`config.mk`:
```
export PLATFORM = sky130hd
export DESIGN_NAME = fetch_redirect_unit
export DESIGN_NICKNAME = d
export VERILOG_FILES = /design/src/rtl/fetch_redirect_unit_pkg.sv /design/src/rtl/fetch_redirect_unit_sat_counter.sv /design/src/rtl/fetch_redirect_unit.sv
export SDC_FILE = /design/constraint.sdc
export NUM_CORES = 1
export LEC_CHECK = 0
export CAP_MARGIN = 20
export CORE_MARGIN = 4
export CORE_UTILIZATION = 40
export CTS_BUF_LIST = sky130_fd_sc_hd__clkbuf_4 sky130_fd_sc_hd__clkbuf_8
export DETAILED_ROUTE_END_ITERATION = 6
export HOLD_SLACK_MARGIN = 0.06
export PLACE_DENSITY = 0.77
export SLEW_MARGIN = 30
export SYNTH_ARGS = -nofsm -noshare
export SYNTH_HDL_FRONTEND = slang
export SYNTH_SLANG_ARGS = --single-unit
```
`constraint.sdc`:
```
create_clock -name Clk -period 5.5 [get_ports Clk]
set_clock_uncertainty 0.15 [all_clocks]
set_input_delay 0.825 -clock Clk [delete_from_list [all_inputs] [get_ports Clk]]
set_output_delay 0.825 -clock Clk [all_outputs]
set_load 0.03 [all_outputs]
```
`src/rtl/fetch_redirect_unit_pkg.sv`:
```
// Shared definitions for the instruction-fetch stage: FSM encoding,
// datapath constants and the IF/ID register layout.
package fetch_redirect_unit_pkg;

  localparam logic [1:0] ST_BOOT = 2'd0;
  localparam logic [1:0] ST_RUN  = 2'd1;
  localparam logic [1:0] ST_MISS = 2'd2;

  localparam logic [31:0] NOP_INSTR       = 32'h0000_0000;
  localparam logic [31:0] PC_INC          = 32'd4;
  localparam logic [31:0] WORD_ALIGN_MASK = 32'hFFFF_FFFC;

  typedef struct packed {
    logic [31:0] instr;
    logic [31:0] pcplus4;
    logic        valid;
  } ifid_t;

  function automatic logic is_misaligned(input logic [31:0] addr);
    return (addr & ~WORD_ALIGN_MASK) != 32'd0;
  endfunction

endpackage

```
`src/rtl/fetch_redirect_unit_sat_counter.sv`:
```
// Saturating up-counter: sticks at all-ones instead of wrapping.
module sat_counter #(
  parameter int W = 16
) (
  input  logic         clk,
  input  logic         rst_n,
  input  logic         inc,
  input  logic         clear,
  output logic [W-1:0] count
);

  // Count up on inc until all-ones; clear has priority.
  always_ff @(posedge clk or negedge rst_n) begin
    if (!rst_n)
      count <= '0;
    else if (clear)
      count <= '0;
    else if (inc && (count != {W{1'b1}}))
      count <= count + 1'b1;
  end

endmodule

```
`src/rtl/fetch_redirect_unit.sv`:
```
// Instruction-fetch stage: PC register, IF/ID register, next-PC arbitration,
// flush strobes and fetch statistics.
//
// state | meaning
// BOOT  | one idle cycle after reset release, no fetch, everything held
// RUN   | fetching, PC advances when instruction memory is ready
// MISS  | instruction memory not ready, waiting with request held high
module fetch_redirect_unit
  import fetch_redirect_unit_pkg::*;
#(
  parameter logic [31:0] RESET_PC = 32'h0000_0000,
  parameter int          CNT_W    = 16
) (
  input  logic             Clk,
  input  logic             Rst,
  input  logic             PCSrc,
  input  logic [31:0]      BranchTarget,
  input  logic             Jump,
  input  logic [31:0]      JumpTarget,
  input  logic             Stall,
  input  logic             IMemReady,
  input  logic [31:0]      IMemInstr,
  output logic [31:0]      PC,
  output logic             IMemReq,
  output logic [31:0]      IFID_Instr,
  output logic [31:0]      IFID_PCPlus4,
  output logic             IFID_Valid,
  output logic             FlushIFID,
  output logic             FlushIDEX,
  output logic             FlushEXMEM,
  output logic             MissPending,
  output logic             Misaligned,
  output logic [CNT_W-1:0] FlushCount,
  output logic [CNT_W-1:0] MissCount
);

  logic [1:0]  state_q;
  logic [1:0]  state_d;
  logic        active;
  logic        take_branch;
  logic        take_jump;
  logic        redirect_req;
  logic [31:0] pc_plus4;
  ifid_t       ifid_q;

  assign active       = (state_q != ST_BOOT);
  assign redirect_req = PCSrc | (Jump & ~Stall);
  assign take_branch  = active & PCSrc;
  assign take_jump    = active & ~PCSrc & Jump & ~Stall;
  assign pc_plus4     = PC + PC_INC;

  assign IMemReq     = active;
  assign MissPending = (state_q == ST_MISS);
  assign FlushIFID   = active & redirect_req;
  assign FlushIDEX   = take_branch;
  assign FlushEXMEM  = take_branch;

  assign IFID_Instr   = ifid_q.instr;
  assign IFID_PCPlus4 = ifid_q.pcplus4;
  assign IFID_Valid   = ifid_q.valid;

  // Next fetch state; a resolved branch ends a miss because the missing
  // fetch address is being abandoned anyway.
  always_comb begin
    state_d = state_q;
    case (state_q)
      ST_BOOT: state_d = ST_RUN;
      ST_RUN:  if (!IMemReady && !redirect_req) state_d = ST_MISS;
      ST_MISS: if (IMemReady || PCSrc) state_d = ST_RUN;
      default: state_d = ST_BOOT;
    endcase
  end

  // Fetch state register.
  always_ff @(posedge Clk or negedge Rst) begin
    if (!Rst)
      state_q <= ST_BOOT;
    else
      state_q <= state_d;
  end

  // PC and IF/ID update in priority order: branch, stall, jump, fetch, bubble.
  // A bubble leaves PCPlus4 as-is since it is meaningless without Valid.
  always_ff @(posedge Clk or negedge Rst) begin
    if (!Rst) begin
      PC             <= RESET_PC;
      ifid_q.instr   <= NOP_INSTR;
      ifid_q.pcplus4 <= 32'd0;
      ifid_q.valid   <= 1'b0;
    end else if (active) begin
      if (PCSrc) begin
        PC           <= BranchTarget & WORD_ALIGN_MASK;
        ifid_q.instr <= NOP_INSTR;
        ifid_q.valid <= 1'b0;
      end else if (Stall) begin
        PC     <= PC;
        ifid_q <= ifid_q;
      end else if (Jump) begin
        PC           <= JumpTarget & WORD_ALIGN_MASK;
        ifid_q.instr <= NOP_INSTR;
        ifid_q.valid <= 1'b0;
      end else if (IMemReady) begin
        PC             <= pc_plus4;
        ifid_q.instr   <= IMemInstr;
        ifid_q.pcplus4 <= pc_plus4;
        ifid_q.valid   <= 1'b1;
      end else begin
        ifid_q.instr <= NOP_INSTR;
        ifid_q.valid <= 1'b0;
      end
    end
  end

  // Sticky flag for any accepted redirect to a non-word-aligned target.
  always_ff @(posedge Clk or negedge Rst) begin
    if (!Rst)
      Misaligned <= 1'b0;
    else if ((take_branch && is_misaligned(BranchTarget)) ||
             (take_jump && is_misaligned(JumpTarget)))
      Misaligned <= 1'b1;
  end

  sat_counter #(.W(CNT_W)) u_flush_cnt (
    .clk   (Clk),
    .rst_n (Rst),
    .inc   (take_branch),
    .clear (1'b0),
    .count (FlushCount)
  );

  sat_counter #(.W(CNT_W)) u_miss_cnt (
    .clk   (Clk),
    .rst_n (Rst),
    .inc   (IMemReq & ~IMemReady),
    .clear (1'b0),
    .count (MissCount)
  );

endmodule

```
==> impl_metrics.py, run 1 <==
metrics = {
    "sta": {
        "fin_crit_ns": 3.526,
        "final.setup.tns_ns": 0,
        "max_slew_margin": 0.4951,
        "fmax_ghz": 0.2836,
        "min_period_over_period": 0.6410,
        "rsz0062_at_grt": "no",
        "finalMaxSlewViolations": 0,
        "worst_pin_slew_ns": 0.7546,
        "whs_ns": 0.2490,
        "hold_viol_final": 0,
        "setup_viol": 0,
    },
    "critical_path": {
        "cp.arrival_ns": 2.55,
        "slowest_delay_ns": 0.72,
        "critical_path_buf_inv_count": 3,
        "cp_max_fo": 19,
        "cpMaxStageDelayCell": "clkdlybuf4s50_1",
        "cpMostUsedCell": "clkdlybuf4s50_1",
        "crit_path_end_kind": "output port",
        "critPathRequiredTime_ns": 4.53,
        "worstSetupStartpointType": "input port",
        "path_class": "input port to output port",
        "crit_family": "buffers and inverters",
        "worstPathCellList": "clkdlybuf4s50_1, buf_4, nand2b_1, a21oi_1, clkdlybuf4s50_1",
    },
    "floorplanning": {
        "dieArea_sq_um": 18070,
        "initial_utilization": 0.4145,
        "rows": 45,
        "die_x_microns": 134.4,
        "dieHeight_microns": 134.4,
        "coreArea_sq_um": 15430,
        "io_pins": 237,
    },
    "clock_tree": {
        "worst_setup_hold_path_clk_slew_ns": 0.08,
        "post_cts_buffers": 0,
        "cts.path.max_buffers": 2,
        "cts-resized-gates": 0,
        "clk_latency_ns": 0.43,
        "htree_levels": 4,
        "cts_hold_buf": 0,
        "cts.sinks": 128,
        "cts_root_buf": "clkbuf_8",
        "cts_tree": "built",
        "cts_made_buffers": 17,
    },
    "power": {
        "cellPowerDensity_nw_per_um2": 361.1,
        "power_mw": 3.358,
        "vdd_ir_drop_max_mv": 0.1900,
        "leakage_nw": 3.841,
    },
    "layout": {
        "area_growth_pct": 45.41,
        "fin_nets": 972,
        "drive_gt1_frac": 0.06818,
    },
    "place": {
        "place_congestion": 0.8886,
        "numPortBuffers": 232,
        "hpwl_microns": 14650,
    },
    "grt": {
        "grt_usage": 0.2165,
        "overflow": 0,
        "grt_first_pass_wirelength_microns": 30790,
        "grt_pass1_vias": 5714,
        "grt_max_degree": 71,
        "antenna_found_initial": 1,
    },
    "yosys": {
        "syn_inst": 644,
        "ys_async_sr_fraction": 1.000,
        "syn_area_sq_um": 6395,
        "yosysSeqAreaShare": 0.5009,
        "synth_area_leaders": "dfrtp_1 50%, nand2_1 4.8%, a22o_1 4.7%",
        "avgSynthCellArea_sq_um": 9.930,
        "ys_top_cells_by_count": "128 x dfrtp_1, 82 x nand2_1, 42 x o21ai_0",
        "yosysUniqueCellTypes": 66,
        "synth-edff-count": 0,
        "synth_most_common_cell": "dfrtp_1",
        "synthFlopType": "dfrtp_1",
        "yosys.area.top_type": "dfrtp_1",
        "synth_top_area_frac": 0.5009,
        "synth-seq-cells": 128,
        "yosys_warnings": 0,
    },
    "drt": {
        "ant_nets": 0,
        "vias": 5789,
        "drt_iter0_drc": 440,
        "routed_wirelength_microns": 19810,
        "drt_pass1_iterations": 5,
        "drc": 0,
        "wl_per_cell_microns": 18.14,
        "via_per_inst": 5.301,
    },
    "min_path": {
        "hold_class": "input port to asynchronous set/reset pin",
    },
    "job": {
        "maxCapViolations": 0,
    },
    "run_status": {
        "status": "completed",
    },
}
## sequential cells by signal, indices dropped and copies added, names as in the netlist
register / count
IFID_Instr: 32
IFID_PCPlus4: 30
IFID_Valid: 1
Misaligned: 1
PC: 30
state_q: 2
u_flush_cnt.count: 16
u_miss_cnt.count: 16
## per-stage QoR
stage / setup WS, ns / util / cell area [sq um] / instances
2_1_floorplan: 2.936 / - / 6406 / 647
4_1_cts: 1.952 / 0.6026 / 9296 / 1091
6_report: 1.974 / 0.6028 / 9299 / 1092
3_3_place_gp: 1.986 / 0.5741 / 8857 / 1058
3_5_place_dp: 1.953 / 0.5766 / 8896 / 1059
5_1_grt: 1.872 / 0.6028 / 9299 / 1092
## final timing paths
path / cells past startpoint / slack [ns] / to / startpoint
min in group Clk: 1 / 0.33 / Misaligned$_DFFE_PN0P_ / Misaligned$_DFFE_PN0P_
hold reg to reg: 1 / 0.33 / Misaligned$_DFFE_PN0P_ / Misaligned$_DFFE_PN0P_
hold / removal: 1 / 0.25 / IFID_PCPlus4[28]$_DFFE_PN0P_ / Rst
setup / recovery: 5 / 1.97 / FlushIFID / Jump
setup reg to reg: 6 / 2.87 / PC[28]$_DFFE_PN0P_ / PC[2]$_DFFE_PN0P_
max in group asynchronous: 2 / 3.79 / u_miss_cnt.count[1]$_DFFE_PN0P_ / Rst
## cells by family (layout without fill, tap and decap cells)
| family | Yosys count | in the layout | synth area share |
|---|---|---|---|
| buf+inv | 48 | 281 | 0.03502 |
| simple gates | 230 | 230 | 0.1912 |
| fa+ha+maj | 3 | 3 | 0.005870 |
| other cells | 1 | 5 | 0.0005864 |
| flops | 128 | 128 | 0.5009 |
| xor+xnor | 53 | 53 | 0.07259 |
| mux | 8 | 8 | 0.01311 |
| compound gates | 173 | 173 | 0.1808 |
## final cells by class
cell class	instances	area (sq um)
fillers	1345	6128
repair buffers	238	2389
clock buffers	19	261.5
multi-input cells	471	2999
flip-flops and latches	128	3203
inverters	11	41.29
clock inverters	13	138.9
diodes	1	2.502
well taps	211	264.0
## where the power goes
group          leakage, nW  switching [mW]  total [mW]  internal (mW)
Clock                0.190           0.380       0.806          0.425
Combinational         2.01           0.700        1.23          0.525
Sequential            1.64           0.214        1.33           1.11
## cell usage in the layout, fill, tap and decap left out, types with 4 or more instances in the layout
master | Yosys | routed
a21oi_1 | 28 | 27
a221oi_1 | 4 | 4
a22o_1 | 34 | 34
a22oi_1 | 4 | 4
a311oi_1 | 5 | 5
a31oi_1 | 4 | 4
and3_1 | 15 | 15
buf_4 | 7 | 5
clkbuf_8 | 1 | 19
clkdlybuf4s50_1 | 0 | 231
clkinvlp_4 | 0 | 5
conb_1 | 1 | 4
dfrtp_1 | 128 | 128
inv_1 | 10 | 10
mux2i_1 | 5 | 5
nand2_1 | 82 | 81
nand2b_1 | 5 | 5
nand3_1 | 29 | 28
nand4_1 | 12 | 12
nor2_1 | 37 | 37
nor3_1 | 17 | 17
o21ai_0 | 42 | 42
o21ai_1 | 12 | 12
o22ai_1 | 10 | 10
or3_1 | 5 | 5
xnor2_1 | 34 | 34
xor2_1 | 19 | 19
## metal layers
layer	vias up	share of wire	track usage
met5	-	0	0
met4	0	0.012	0.06505
met3	18	0.11	0.07952
met2	283	0.47	0.3439
met1	2703	0.41	0.2779
li1	2785	-	-
Power figures use the tool's default switching activity.
==> run 2: changes to the inputs <==
--- a/config.mk
+++ b/config.mk
@@ -11,7 +11,7 @@
 export CTS_BUF_LIST = sky130_fd_sc_hd__clkbuf_4 sky130_fd_sc_hd__clkbuf_8
 export DETAILED_ROUTE_END_ITERATION = 6
 export HOLD_SLACK_MARGIN = 0.06
-export PLACE_DENSITY = 0.77
+export PLACE_DENSITY = 0.8
 export SLEW_MARGIN = 30
 export SYNTH_ARGS = -nofsm -noshare
 export SYNTH_HDL_FRONTEND = slang
==> constraint.sdc (replaced) <==
create_clock -name Clk -period 3.2 [get_ports Clk]
set_clock_uncertainty 0.15 [all_clocks]
set_input_delay 0.48 -clock Clk [delete_from_list [all_inputs] [get_ports Clk]]
set_output_delay 0.48 -clock Clk [all_outputs]
set_load 0.03 [all_outputs]
==> impl_metrics.py, run 2 (synthesis gave the netlist of run 1 again) <==
metrics = {
    "clock_tree": {
        "post_cts_buffers": 0,
        "cts-resized-gates": 0,
        "cts_made_buffers": 17,
        "worst_setup_hold_path_clk_slew_ns": 0.07,
        "cts_hold_buf": 1,
        "clk_latency_ns": 0.44,
        "htree_levels": 4,
        "cts.path.max_buffers": 2,
        "cts_tree": "built",
        "cts_root_buf": "clkbuf_8",
        "cts.sinks": 128,
    },
    "sta": {
        "final.setup.tns_ns": 0,
        "rsz0062_at_grt": "no",
        "whs_ns": 0.3284,
        "fin_crit_ns": 2.469,
        "worst_pin_slew_ns": 0.6775,
        "max_slew_margin": 0.5442,
        "min_period_over_period": 0.7715,
        "finalMaxSlewViolations": 0,
        "hold_viol_final": 0,
        "setup_viol": 0,
        "fmax_ghz": 0.4051,
    },
    "power": {
        "seq_power_share": 0.391,
        "leakage_nw": 3.912,
        "pwr-share-comb": 0.367,
        "vdd_ir_drop_max_mv": 0.4022,
        "p_switching_mw": 2.212,
        "p_int_mw": 3.600,
        "cellPowerDensity_nw_per_um2": 619.1,
        "clkPwrFrac": 0.242,
        "switching_share": 0.3806,
    },
    "floorplanning": {
        "rows": 45,
        "dieHeight_microns": 134.4,
        "initial_utilization": 0.4145,
        "coreArea_sq_um": 15430,
        "dieArea_sq_um": 18070,
        "die_x_microns": 134.4,
        "io_pins": 237,
    },
    "critical_path": {
        "worstReg2RegStart": "PC[4]$_DFFE_PN0P_",
        "cp.arrival_ns": 1.84,
        "path_class": "register to output port",
        "cp_max_fo": 7,
        "critPathRequiredTime_ns": 2.57,
        "crit_start": "state_q[1]$_DFFE_PN0P_",
        "reg2reg_depth": 5,
        "worstSetupStartpointType": "register",
        "crit_path_end_kind": "output port",
    },
    "layout": {
        "fillCellCount": 1324,
        "final_common_cell": "clkdlybuf4s50_1",
        "largest_register_ffs": 32,
        "stdcell_count": 1101,
        "final_util": 0.6084,
        "drive_gt1_frac": 0.07978,
        "area_growth_pct": 46.78,
        "n_antenna_cell": 0,
        "fin_nets": 982,
        "final_cell_mix": "228 x clkdlybuf4s50_1, 128 x dfrtp_1, 82 x nand2_1",
    },
    "min_path": {
        "holdPathStages": 2,
        "hp-start": "IFID_Valid$_DFFE_PN0P_",
        "hold_class": "register to register",
    },
    "grt": {
        "grt_pass1_vias": 5843,
        "grt_max_degree": 68,
        "grt_usage": 0.2232,
        "grt_first_pass_wirelength_microns": 31810,
        "antenna_found_initial": 0,
        "overflow": 0,
    },
    "drt": {
        "via_per_inst": 5.333,
        "drt_pass1_iterations": 6,
        "drc": 0,
        "vias": 5872,
        "wl_per_cell_microns": 18.37,
        "drt_iter0_drc": 433,
        "routed_wirelength_microns": 20230,
        "ant_nets": 0,
    },
    "place": {
        "hpwl_microns": 14800,
        "place_congestion": 0.9001,
        "dp_cells": 1068,
        "numPortBuffers": 232,
    },
    "job": {
        "maxCapViolations": 0,
    },
    "run_status": {
        "status": "completed",
    },
}
-- run 2: through the flow --
| step | worst slack (ns) | total power [mW] | area [sq um] |
|---|---|---|---|
| floorplan | 0.9218 | 3.413 | 6406 |
| global placement | 0.4286 | 4.405 | 8975 |
| detailed placement | 0.4276 | 4.433 | 8976 |
| CTS | 0.7069 | 5.848 | 9387 |
| global route | 0.6396 | 6.103 | 9387 |
| finish | 0.7312 | 5.812 | 9387 |
-- run 2: power by group through the flow --
| stage | Sequential (mW) | Combinational [mW] | Clock, mW |
|---|---|---|---|
| after floorplan | 2.81 | 0.603 | 0 |
| after global placement | 2.29 | 2.11 | 0 |
| after detailed placement | 2.29 | 2.14 | 0 |
| after CTS | 2.27 | 2.15 | 1.43 |
| after global routing | 2.33 | 2.27 | 1.50 |
| final | 2.27 | 2.13 | 1.41 |
-- run 2: worst max-delay path: stages (launching register included) --
cell and delay [ns]:
dfrtp_1 0.46, nor2b_1 0.21, clkdlybuf4s50_1 0.74
-- run 2: cell type report --
| type | count | area (sq um) | area share |
|---|---|---|---|
| inverters | 11 | 41.29 | 0.004399 |
| well taps | 211 | 264.0 | 0.02813 |
| clock buffers | 22 | 290.3 | 0.03093 |
| repair buffers | 248 | 2489 | 0.2651 |
| flip-flops and latches | 128 | 3203 | 0.3412 |
| multi-input cells | 471 | 2989 | 0.3184 |
| clock inverters | 10 | 110.1 | 0.01173 |
-- run 2: final timing paths --
check,slack [ns],endpoint
max,0.73,MissPending
min,0.33,IFID_Valid$_DFFE_PN0P_
max reg2reg,0.83,PC[28]$_DFFE_PN0P_
min reg2reg,0.33,IFID_Valid$_DFFE_PN0P_
max in group asynchronous,1.69,IFID_Instr[18]$_DFFE_PN0P_
min in group asynchronous,0.46,IFID_PCPlus4[23]$_DFFE_PN0P_
-- run 2: per-layer routing --
| metal | GRT usage | up-vias | part of all wire |
|---|---|---|---|
| met4 | 0.06391 | 0 | 0.016 |
| met5 | 0 | - | 0 |
| met2 | 0.3536 | 246 | 0.47 |
| li1 | - | 2794 | - |
| met3 | 0.08740 | 27 | 0.096 |
| met1 | 0.2851 | 2805 | 0.42 |
==> run 3: changes to the inputs <==
--- a/config.mk
+++ b/config.mk
@@ -11,7 +11,7 @@
 export CTS_BUF_LIST = sky130_fd_sc_hd__clkbuf_4 sky130_fd_sc_hd__clkbuf_8
 export DETAILED_ROUTE_END_ITERATION = 6
 export HOLD_SLACK_MARGIN = 0.06
-export PLACE_DENSITY = 0.8
+export PLACE_DENSITY = 0.77
 export SLEW_MARGIN = 30
 export SYNTH_ARGS = -nofsm -noshare
 export SYNTH_HDL_FRONTEND = slang
==> constraint.sdc (replaced) <==
create_clock -name Clk -period 2.59 [get_ports Clk]
set_clock_uncertainty 0.15 [all_clocks]
set_input_delay 0.3885 -clock Clk [delete_from_list [all_inputs] [get_ports Clk]]
set_output_delay 0.3885 -clock Clk [all_outputs]
set_load 0.03 [all_outputs]
==> impl_metrics.py, run 3 (synthesis gave the netlist of run 1 again) <==
metrics = {
    "min_path": {
        "holdPathStages": 2,
        "hold_class": "register to register",
    },
    "critical_path": {
        "worstPathCellList": "nor2b_1, clkdlybuf4s50_1",
        "slowest_delay_ns": 0.74,
        "cp.arrival_ns": 1.86,
        "crit_family": "buffers and inverters",
        "cpMaxStageDelayCell": "clkdlybuf4s50_1",
        "crit_path_end_kind": "output port",
        "critPathRequiredTime_ns": 2.05,
        "critical_path_buf_inv_count": 1,
        "cp_num_cells": 2,
        "cp_max_fo": 7,
        "worstSetupStartpointType": "register",
        "path_class": "register to output port",
        "reg2reg_depth": 6,
    },
    "floorplanning": {
        "initial_utilization": 0.4145,
        "rows": 45,
        "dieArea_sq_um": 18070,
        "die_x_microns": 134.4,
        "dieHeight_microns": 134.4,
        "coreArea_sq_um": 15430,
        "io_pins": 237,
    },
    "layout": {
        "final_common_cell": "clkdlybuf4s50_1",
        "final_util": 0.6176,
        "fin_nets": 995,
        "final_cell_mix": "228 x clkdlybuf4s50_1, 128 x dfrtp_1, 82 x nand2_1",
        "area_growth_pct": 48.99,
        "drive_gt1_frac": 0.09091,
        "stdcell_count": 1114,
        "largest_register_ffs": 32,
    },
    "drt": {
        "drc": 0,
        "top_layer": "met4",
        "wl_per_cell_microns": 18.45,
        "dr_wl_met2_microns": 9575,
        "via_per_inst": 5.353,
        "routed_wirelength_microns": 20560,
        "vias": 5963,
        "wl_met1_microns": 8735,
        "ant_nets": 0,
        "drt_pass1_iterations": 5,
        "drt_iter0_drc": 444,
        "dr_wl_met3_microns": 1900,
    },
    "job": {
        "maxCapViolations": 0,
    },
    "clock_tree": {
        "cts_root_buf": "clkbuf_8",
        "post_cts_buffers": 0,
        "worst_setup_hold_path_clk_slew_ns": 0.08,
        "cts_made_buffers": 17,
        "cts.path.max_buffers": 2,
        "cts.sinks": 128,
        "clk_latency_ns": 0.44,
        "cts_tree": "built",
        "htree_levels": 4,
    },
    "place": {
        "hpwl_microns": 15130,
        "numPortBuffers": 232,
        "place_congestion": 0.8381,
        "dp_cells": 1081,
    },
    "sta": {
        "max_slew_margin": 0.5370,
        "setup_viol": 0,
        "hold_viol_final": 0,
        "worst_pin_slew_ns": 0.6919,
        "finalMaxSlewViolations": 0,
        "rsz0062_at_grt": "no",
        "fmax_ghz": 0.4174,
        "final.setup.tns_ns": 0,
        "min_period_over_period": 0.9250,
        "fin_crit_ns": 2.396,
    },
    "power": {
        "cellPowerDensity_nw_per_um2": 767.3,
        "vdd_ir_drop_max_mv": 0.4406,
        "leakage_nw": 4.003,
    },
    "grt": {
        "antenna_found_initial": 0,
        "grt_pass1_vias": 6125,
        "grt_max_degree": 63,
        "overflow": 0,
        "grt_usage": 0.2295,
        "grt_first_pass_wirelength_microns": 32820,
    },
    "run_status": {
        "status": "completed",
    },
}
-- run 3: final cells by class --
class	instances	area, sq um
fillers	1333	5899
multi-input cells	471	2988
clock inverters	9	133.9
flip-flops and latches	128	3203
clock buffers	22	284.0
repair buffers	261	2611
inverters	11	41.29
diodes	1	2.502
well taps	211	264.0
-- run 3: per-stage QoR --
step | hold slack [ns] | instance area (sq um) | power (mW) | worst slack, ns
after floorplan | -0.05709 | 6406 | 4.217 | 0.3118
after global placement | 0.2682 | 9097 | 5.494 | 0.1453
after detailed placement | 0.2749 | 9097 | 5.531 | 0.09293
after CTS | 0.3354 | 9525 | 7.378 | 0.1636
after global routing | 0.3588 | 9525 | 7.688 | 0.07819
final | 0.3328 | 9528 | 7.311 | 0.1944
-- run 3: worst register-to-register path, stage by stage (launching register included) --
cell and delay, ns:
dfrtp_1 0.43, ha_1 0.29, nand3_1 0.10, or2_2 0.30, nor3b_1 0.38, nor3_1 0.15, mux2_1 0.35
-- run 3: power by group --
| group | switching, mW | leakage (nW) | internal [mW] |
|---|---|---|---|
| logic | 1.53 | 2.15 | 1.17 |
| clock network | 0.791 | 0.213 | 1.03 |
| registers | 0.423 | 1.64 | 2.36 |
| total | 2.74 | 4.00 | 4.57 |
-- run 3: per-layer routing --
layer | global-route usage | up-vias
met5 | 0 | -
met2 | 0.3729 | 276
met1 | 0.2927 | 2835
met3 | 0.07689 | 32
li1 | - | 2820
met4 | 0.06787 | 0
-- run 3: worst paths after layout --
check                                                 from                               end  slack [ns]
setup / recovery                    state_q[1]$_DFFE_PN0P_                       MissPending        0.19
hold / removal                      IFID_Valid$_DFFE_PN0P_            IFID_Valid$_DFFE_PN0P_        0.33
setup reg to reg           u_miss_cnt.count[0]$_DFFE_PN0P_   u_miss_cnt.count[1]$_DFFE_PN0P_        0.32
hold reg to reg                     IFID_Valid$_DFFE_PN0P_            IFID_Valid$_DFFE_PN0P_        0.33
max in group asynchronous                              Rst       IFID_PCPlus4[9]$_DFFE_PN0P_        1.28
min in group asynchronous                              Rst  u_miss_cnt.count[10]$_DFFE_PN0P_        0.36
-- run 3: repair_timing --
| action | 4_1_cts | 5_1_grt |
|---|---|---|
| hold endpoints to repair | 59 | 0 |
| hold buffers | 1 | 0 |
| gates resized for setup | 0 | 0 |
